<file path="config.mk">
export PLATFORM = sky130hd
export DESIGN_NAME = imem_ctrl
export DESIGN_NICKNAME = d
export VERILOG_FILES = /design/src/rtl/imem_ctrl.sv
export SDC_FILE = /design/constraint.sdc
export NUM_CORES = 1
export LEC_CHECK = 0
export ABC_AREA = 0
export CAP_MARGIN = 0
export CORE_AREA = 3 3 109 111
export DETAILED_ROUTE_END_ITERATION = 10
export DIE_AREA = 0 0 112 114
export MAX_ROUTING_LAYER = met4
export SLEW_MARGIN = 0
export SYNTH_ARGS = -nofsm -noshare
export SYNTH_HDL_FRONTEND = slang
export SYNTH_SLANG_ARGS = --single-unit
</file>
<file path="constraint.sdc">
create_clock -name clk -period 3.08 [get_ports clk]
set_clock_uncertainty 0.1 [all_clocks]
set_input_delay 0.308 -clock clk [delete_from_list [all_inputs] [get_ports clk]]
set_output_delay 0.308 -clock clk [all_outputs]
set_load 0.1 [all_outputs]
</file>
<file path="src/rtl/imem_ctrl.sv">
// Instruction-memory controller between fetch_unit and a req/gnt/rvalid memory bus.
// Handles one outstanding fetch, jump flushes, misaligned addresses and response timeouts.
module imem_ctrl #(
    parameter int               nbits   = 32,
    parameter int               TIMEOUT = 16,
    parameter logic [nbits-1:0] NOP     = 32'h00000013
) (
    input  logic             clk,
    input  logic             rst,
    input  logic             proc_req,
    input  logic [nbits-1:0] Add,
    input  logic             j,
    output logic             mem_ready,
    output logic             valid,
    output logic [nbits-1:0] Rdata,
    output logic             err,
    output logic             mem_req,
    output logic [nbits-1:0] mem_addr,
    input  logic             mem_gnt,
    input  logic             mem_rvalid,
    input  logic [nbits-1:0] mem_rdata
);

    localparam int CW = (TIMEOUT > 1) ? $clog2(TIMEOUT) : 1;
    localparam logic [CW-1:0] CNT_LAST = CW'(TIMEOUT - 1);

    typedef enum logic [1:0] {IDLE, REQ, RESP, DRAIN} state_t;

    state_t        state;
    logic          valid_q;
    logic          err_q;
    logic          drop;
    logic [CW-1:0] cnt;

    assign mem_ready = (state == IDLE);
    assign valid     = valid_q & ~j;
    assign err       = err_q;

    // A jump seen anywhere in REQ/RESP (including the response cycle itself) discards the result.
    always_ff @(posedge clk or posedge rst) begin
        if (rst) begin
            state    <= IDLE;
            valid_q  <= 1'b0;
            err_q    <= 1'b0;
            Rdata    <= '0;
            mem_req  <= 1'b0;
            mem_addr <= '0;
            drop     <= 1'b0;
            cnt      <= '0;
        end else begin
            valid_q <= 1'b0;
            err_q   <= 1'b0;
            case (state)
                IDLE: begin
                    if (proc_req) begin
                        if (Add[1:0] != 2'b00) begin
                            Rdata   <= NOP;
                            valid_q <= 1'b1;
                            err_q   <= 1'b1;
                        end else begin
                            mem_addr <= {Add[nbits-1:2], 2'b00};
                            mem_req  <= 1'b1;
                            state    <= REQ;
                        end
                    end
                end
                REQ: begin
                    if (j)
                        drop <= 1'b1;
                    if (mem_gnt) begin
                        mem_req <= 1'b0;
                        cnt     <= '0;
                        state   <= RESP;
                    end
                end
                RESP: begin
                    if (mem_rvalid) begin
                        if (!(drop || j)) begin
                            Rdata   <= mem_rdata;
                            valid_q <= 1'b1;
                        end
                        drop  <= 1'b0;
                        state <= IDLE;
                    end else if (cnt == CNT_LAST) begin
                        if (!(drop || j)) begin
                            Rdata   <= NOP;
                            valid_q <= 1'b1;
                            err_q   <= 1'b1;
                        end
                        drop  <= 1'b0;
                        state <= DRAIN;
                    end else begin
                        cnt <= cnt + 1'b1;
                        if (j)
                            drop <= 1'b1;
                    end
                end
                DRAIN: begin
                    // The late response still owns the bus; swallow it before taking new work.
                    if (mem_rvalid)
                        state <= IDLE;
                end
                default: state <= IDLE;
            endcase
        end
    end

endmodule
</file>
* Word-level counts from Yosys, hierarchy flattened
Cells that the tools add are included.
Widths: inputs -> output; s select.
** Cells by class
- Add/sub/neg operators :: 1
- $mul :: 0
- Divide/modulo/power cells :: 0
- Order comparisons :: 0
- Equal/unequal tests :: 13
- Shift-type cells :: 0
- Mux-type cells :: 34
- Bitwise operators :: 3
- Reductions and logical operators :: 11
** Operators with widths (count)
- $mux 32 :: 6
- $pmux 32 s2 :: 1
- $ne 2x2->1 const B :: 7
- $mux 1 :: 12
- $mux 2 :: 6
- $mux 4 :: 3
- $reduce_and 5->1 :: 2
- $pmux 1 s2 :: 4
- $pmux 2 s4 :: 1
- $pmux 4 s2 :: 1
- $reduce_and 4->1 :: 2
- $reduce_bool 2->1 :: 4
- $add 4x1->4 const B :: 1
- $eq 2x2->1 const B :: 2
- $eq 4x4->1 const B :: 1
- $ne 3x3->1 const B :: 1
- $reduce_and 3->1 :: 1
- $eq 2x1->1 const B :: 1
- $logic_not 2->1 :: 1
- $ne 2x1->1 const B :: 1
- $not 1->1 :: 2
- $and 1x1->1 :: 1
- $logic_or 1x1->1 :: 1
** Storage, ports and cells
- Bits in registers :: 72
- Bits in latches :: 0
- Bits in writable memories :: 0
- Memory bits (read-only) :: 0
- Bits of input ports :: 70
- Output and inout bits :: 68
- Word-level logic and storage cells :: 70
- Memories kept :: 0

* Logic depth before layout (Yosys ltp)
- Depth after elaboration :: 5
- Gate-level depth with buffers :: 7
- Depth with buffers taken out :: 5

* Least setup slack after synthesis
Ideal clock, no wire load.
- Path kind :: reg2reg
- From :: register state[0]
- To :: register mem_addr[11]
- Library setup time :: 0.125 ns
- Arrival time :: 2.427 ns
- Data required time :: 2.855 ns
- Slack :: 0.428 ns
- Cell stages (with the launch flop) :: 7
- Buffers on the path :: 1
- Clock period less this slack :: 2.652 ns
- Cell sequence :: dfrtp_1 > inv_1 > ha_1 > nand2_1 > nor3_1 > buf_2 > mux2_2
** Between the ends
- Longest elaborated chain between the ends :: 2
** RTL lines
- from (decl) :: RTL line 29 : state_t state;
- from (signal assigned) :: RTL line 42 : state <= IDLE;
- from (signal assigned) :: RTL line 63 : state <= REQ;
- from (signal assigned) :: RTL line 73 : state <= RESP;
- $logic_not 2->1
- net mem_ready :: RTL line 13 : output logic mem_ready,
- $reduce_and 3->1 (no source line)
- to (signal assigned) :: RTL line 61 : mem_addr <= {Add[nbits-1:2], 2'b00};
- to (decl) :: RTL line 18 : output logic [nbits-1:0] mem_addr,
The timed path passes the listed nets, and every way through them passes these cells.
A chain may end at the register's enable or synchronous reset.

* Worst setup path after layout
- From :: register state[0]
- To :: register Rdata[4]
** Between the ends
- Longest elaborated chain between the ends :: 3
- Elaborated cells on any way between the ends :: 9
- Those cells by class :: eq/ne (5); mux (1); reduce/logical (3)
** RTL lines
- $eq 2x2->1 / $logic_not 2->1 (equally long branches) :: RTL line 53 : case (state)
- $ne 3x3->1 (no source line) (tied with other cells)
- $reduce_and 5->1 (no source line)
- to (signal assigned) :: RTL line 79 : Rdata <= mem_rdata;
- to (decl) :: RTL line 15 : output logic [nbits-1:0] Rdata,
Several ways; a longest one is shown, not always the timed one.

==> results.md <==
Route:
- The detailed router's first-iteration violation count is around 110.
- The first detailed-routing pass ran for 4 iterations.
- The detail route stage leaves a number of antenna-violating nets equal to 0.
- The number of remaining DRC errors is 0.
- The total wirelength of the detailed-routed design is 7.892 mm.
- The total number of vias is 2,407.
- The mean routed wirelength per cell is 14.83 µm.
- After detailed routing, the number of vias per cell comes to 4.524.

Critical path:
- The sort of element at the start of the critical path is a flip-flop.
- The required time at the worst-slack endpoint is 3.24 ns.
- The largest fanout of any net on the critical path is 32.
- In this run the critical register-to-register path is launched from state[0].
- The depth of the worst register-to-register path is 6.
- The class of the most critical setup path is reg -> reg.
- Data on the critical path arrives at its endpoint at 2.49 ns.
- The worst-case register-to-register setup slack is 0.75 ns.
- The type of destination of the critical path is a flip-flop.
- The endpoint of the most critical register-to-register path is Rdata[4].

Placement:
- Input and output buffers added on the ports amount to approximately 140.
- Once detailed placement completed, the half-perimeter wirelength came to between 5 and 6 mm.
- The routability congestion estimate is 0.7652.

Yosys:
- In this run, synthesis inferred 0 flip-flops with an integrated enable.
- The most numerous cell in the Yosys netlist is sky130_fd_sc_hd__dfrtp_1.
- The average instance in the mapped netlist occupies 12.35 µm².
- The count of cell types in the netlist is 37.
- By area the synthesized netlist is led by sky130_fd_sc_hd__dfrtp_1, sky130_fd_sc_hd__mux2_2, sky130_fd_sc_hd__o2bb2ai_1.
- The top cell type's share of synthesized area is 0.5861.
- By count the netlist is led by sky130_fd_sc_hd__dfrtp_1, sky130_fd_sc_hd__inv_1, sky130_fd_sc_hd__mux2_2.
- Of all flip-flops after synthesis, the portion carrying an async set or reset was 1.000.
- sky130_fd_sc_hd__dfrtp_1 takes more of the synthesized area than any other cell.
- Counting every instance in the synthesized netlist gives 249.
- The register bit count reported by yosys is 72.
- The post-synthesis instance area is 3074 µm².
- The leading register cell type out of synthesis is sky130_fd_sc_hd__dfrtp_1.
- For this run, the register share of the synthesized area comes to 0.5861.
- The total of warnings raised by yosys is 0.

Final layout:
- Of the cells placed in the final design, the portion with a size suffix greater than 1 is 0.3163.
- The final antenna diode count is 0.
- Relative to the synthesized area, the layout overhead comes to 51.04%.
- At the end of the flow the core is filled with cells to 0.4265.
- The layout has 1,029 filler cells.
- The multi-input gate area in the final layout is between 1000 and 1500 µm².
- The net count of the finished layout is between 400 and 500.
- Registers take 1802 µm².

Timing:
- Setup repair after global routing left no endpoint under its margin.
- Timing would allow up to 428.6 MHz.
- The count of final hold-check violations came to 0.
- The total negative slack is 0 ns.
- The clock period could shrink to 2.333 ns.
- The pin slew with the least headroom to its limit is 0.5305 ns.
- The number of max-slew violations in the final report is 0.
- The worst relative slew slack is 0.6458.
- The final number of setup-violating endpoints is 0.
- The fraction of the cycle the final worst path needs is 0.7575.

Pwr:
- In this run the power density over the cells is around 1100 nW/µm².
- The analysis attributes to cell leakage a power of approximately 2.0 nW.
- The worst supply voltage drop on vdd is 0.0007727 V.

Clock tree:
- Counting along the longest clock path gives a buffer depth of 2.
- The number of setup buffers added after CTS is 0.
- The tree built by TritonCTS fans out to 72 sinks.
- The post-cts resize count is 0.
- Counting the buffers created by CTS gives 9.
- TritonCTS built the clock tree.
- Buffers inserted to repair hold after CTS numbered 0.
- The clock transition at the register clock pins on the worst setup and hold paths after CTS is 0.08 ns.
- The H-tree depth reported by CTS is 3.
- The insertion delay to the later sink of the worst-skew pair is around 0.33 ns.
- The tree is rooted in a sky130_fd_sc_hd__clkbuf_8.

Die:
- The number of primary I/O pins is 138.
- The vertical die dimension is 114 µm.
- The die covers 12,770 µm².
- The die outline width is 112 µm.
- The initial standard-cell utilization of the core is 0.2823.
- Row generation in the floorplan step produced 38 rows.
- The floorplan step defined a core boundary enclosing 10,890 µm².

Global routing:
- The first-pass GRT wire length is 12.84 mm.
- The pin count of the biggest net entering global routing is 50.
- The number of global-route vias before repair is 2,551.
- In the global route stage, overall resource usage came out at 0.1293.
- The total global routing overflow is 0.
- The initial antenna violation count was 0.

Min path:
- The path class of the tightest hold or removal check is in -> async.

Status:
- The flow ran to the end, and the final reports show no timing, DRC or antenna violations.

Run:
- The tool flagged a number of max-cap violations equal to 0.
==> sequential cells by signal, indices dropped and copies added (netlist names) <==
signal	flops
err	1
drop	1
Rdata	32
valid_q	1
mem_addr	30
state	2
cnt	4
mem_req	1
==> critical path: stages, from the launching register on <==
cell and delay (ns):
sky130_fd_sc_hd__dfrtp_1 0.43, sky130_fd_sc_hd__inv_1 0.12, sky130_fd_sc_hd__ha_1 0.39, sky130_fd_sc_hd__or3b_1 0.39, sky130_fd_sc_hd__a222oi_1 0.23, sky130_fd_sc_hd__buf_4 0.40, sky130_fd_sc_hd__a2bb2oi_1 0.19
==> cell usage in the layout, fill, tap and decap left out, types with 3 or more instances in the layout <==
cell | synthesis | final
sky130_fd_sc_hd__ha_1 | 5 | 5
sky130_fd_sc_hd__mux2_2 | 30 | 30
sky130_fd_sc_hd__a2bb2oi_1 | 4 | 4
sky130_fd_sc_hd__nand2b_1 | 4 | 4
sky130_fd_sc_hd__clkdlybuf4s50_1 | 0 | 69
sky130_fd_sc_hd__o31ai_1 | 3 | 3
sky130_fd_sc_hd__clkbuf_8 | 0 | 10
sky130_fd_sc_hd__dfrtp_1 | 72 | 72
sky130_fd_sc_hd__nand2_1 | 7 | 7
sky130_fd_sc_hd__o21ai_0 | 3 | 3
sky130_fd_sc_hd__a21oi_1 | 3 | 3
sky130_fd_sc_hd__buf_4 | 2 | 70
sky130_fd_sc_hd__nor2_1 | 3 | 3
sky130_fd_sc_hd__inv_1 | 40 | 39
sky130_fd_sc_hd__o2bb2ai_1 | 29 | 29
sky130_fd_sc_hd__a31oi_1 | 5 | 5
==> cell type report <==
type                       count  share of cell area
sequential                    72              0.3880
inverter                      40             0.03234
timing repair buffer         140              0.2662
clock inverter                 6             0.01455
multi-input combinational    124              0.2315
clock buffer                  10             0.02964
tap                          140             0.03773
==> where the power goes <==
part	internal [mW]	switching (mW)	total (mW)
registers	1.20	0.151	1.36
logic	0.699	2.29	2.99
clock network	0.399	0.374	0.773
==> layer usage <==
layer  vias to the layer above  part of all wire  track usage
met5                         -                 0            -
met4                         0            0.0089      0.03526
met3                        10             0.082      0.04297
met2                       110              0.45       0.1962
met1                      1135              0.46       0.1672
li1                       1152                 -            -
==> per-stage QoR <==
step / instances / total power, mW / setup slack (ns) / area (µm²) / hold WS (ns)
detailed placement: 516 / 4.389 / 0.7565 / 4438 / 0.3981
CTS: 532 / 5.190 / 0.7379 / 4643 / 0.2392
finish: 532 / 5.118 / 0.7468 / 4643 / 0.2327
global placement: 516 / 4.363 / 0.8461 / 4438 / 0.3908
floorplan: 250 / 3.698 / 0.4280 / 3078 / 0.3052
global route: 532 / 5.353 / 0.4834 / 4643 / 0.2707
==> kinds of logic (layout without fill, tap and decap cells) <==
logic type	after synthesis	in the layout	share of synthesized area
flip-flops	72	72	0.5861
multiplexers	30	30	0.1099
adder cells (fa/ha/maj)	5	5	0.02035
AO/OA/AOI/OAI	60	60	0.1612
buffers and inverters	54	196	0.07122
AND/OR/NAND/NOR	27	27	0.05006
other	1	2	0.001220
==> worst max path at each step <==
stage	from	slack, ns	depth (start not counted)	to
finish	state[0]	0.75	6	Rdata[4]
floorplan	state[0]	0.43	6	mem_addr[11]
CTS	state[0]	0.74	6	Rdata[4]
detailed placement	state[0]	0.76	6	Rdata[0]
global placement	mem_rvalid	0.85	5	Rdata[0]
global route	state[0]	0.48	6	Rdata[4]
(Power assumes the default switching activity.)
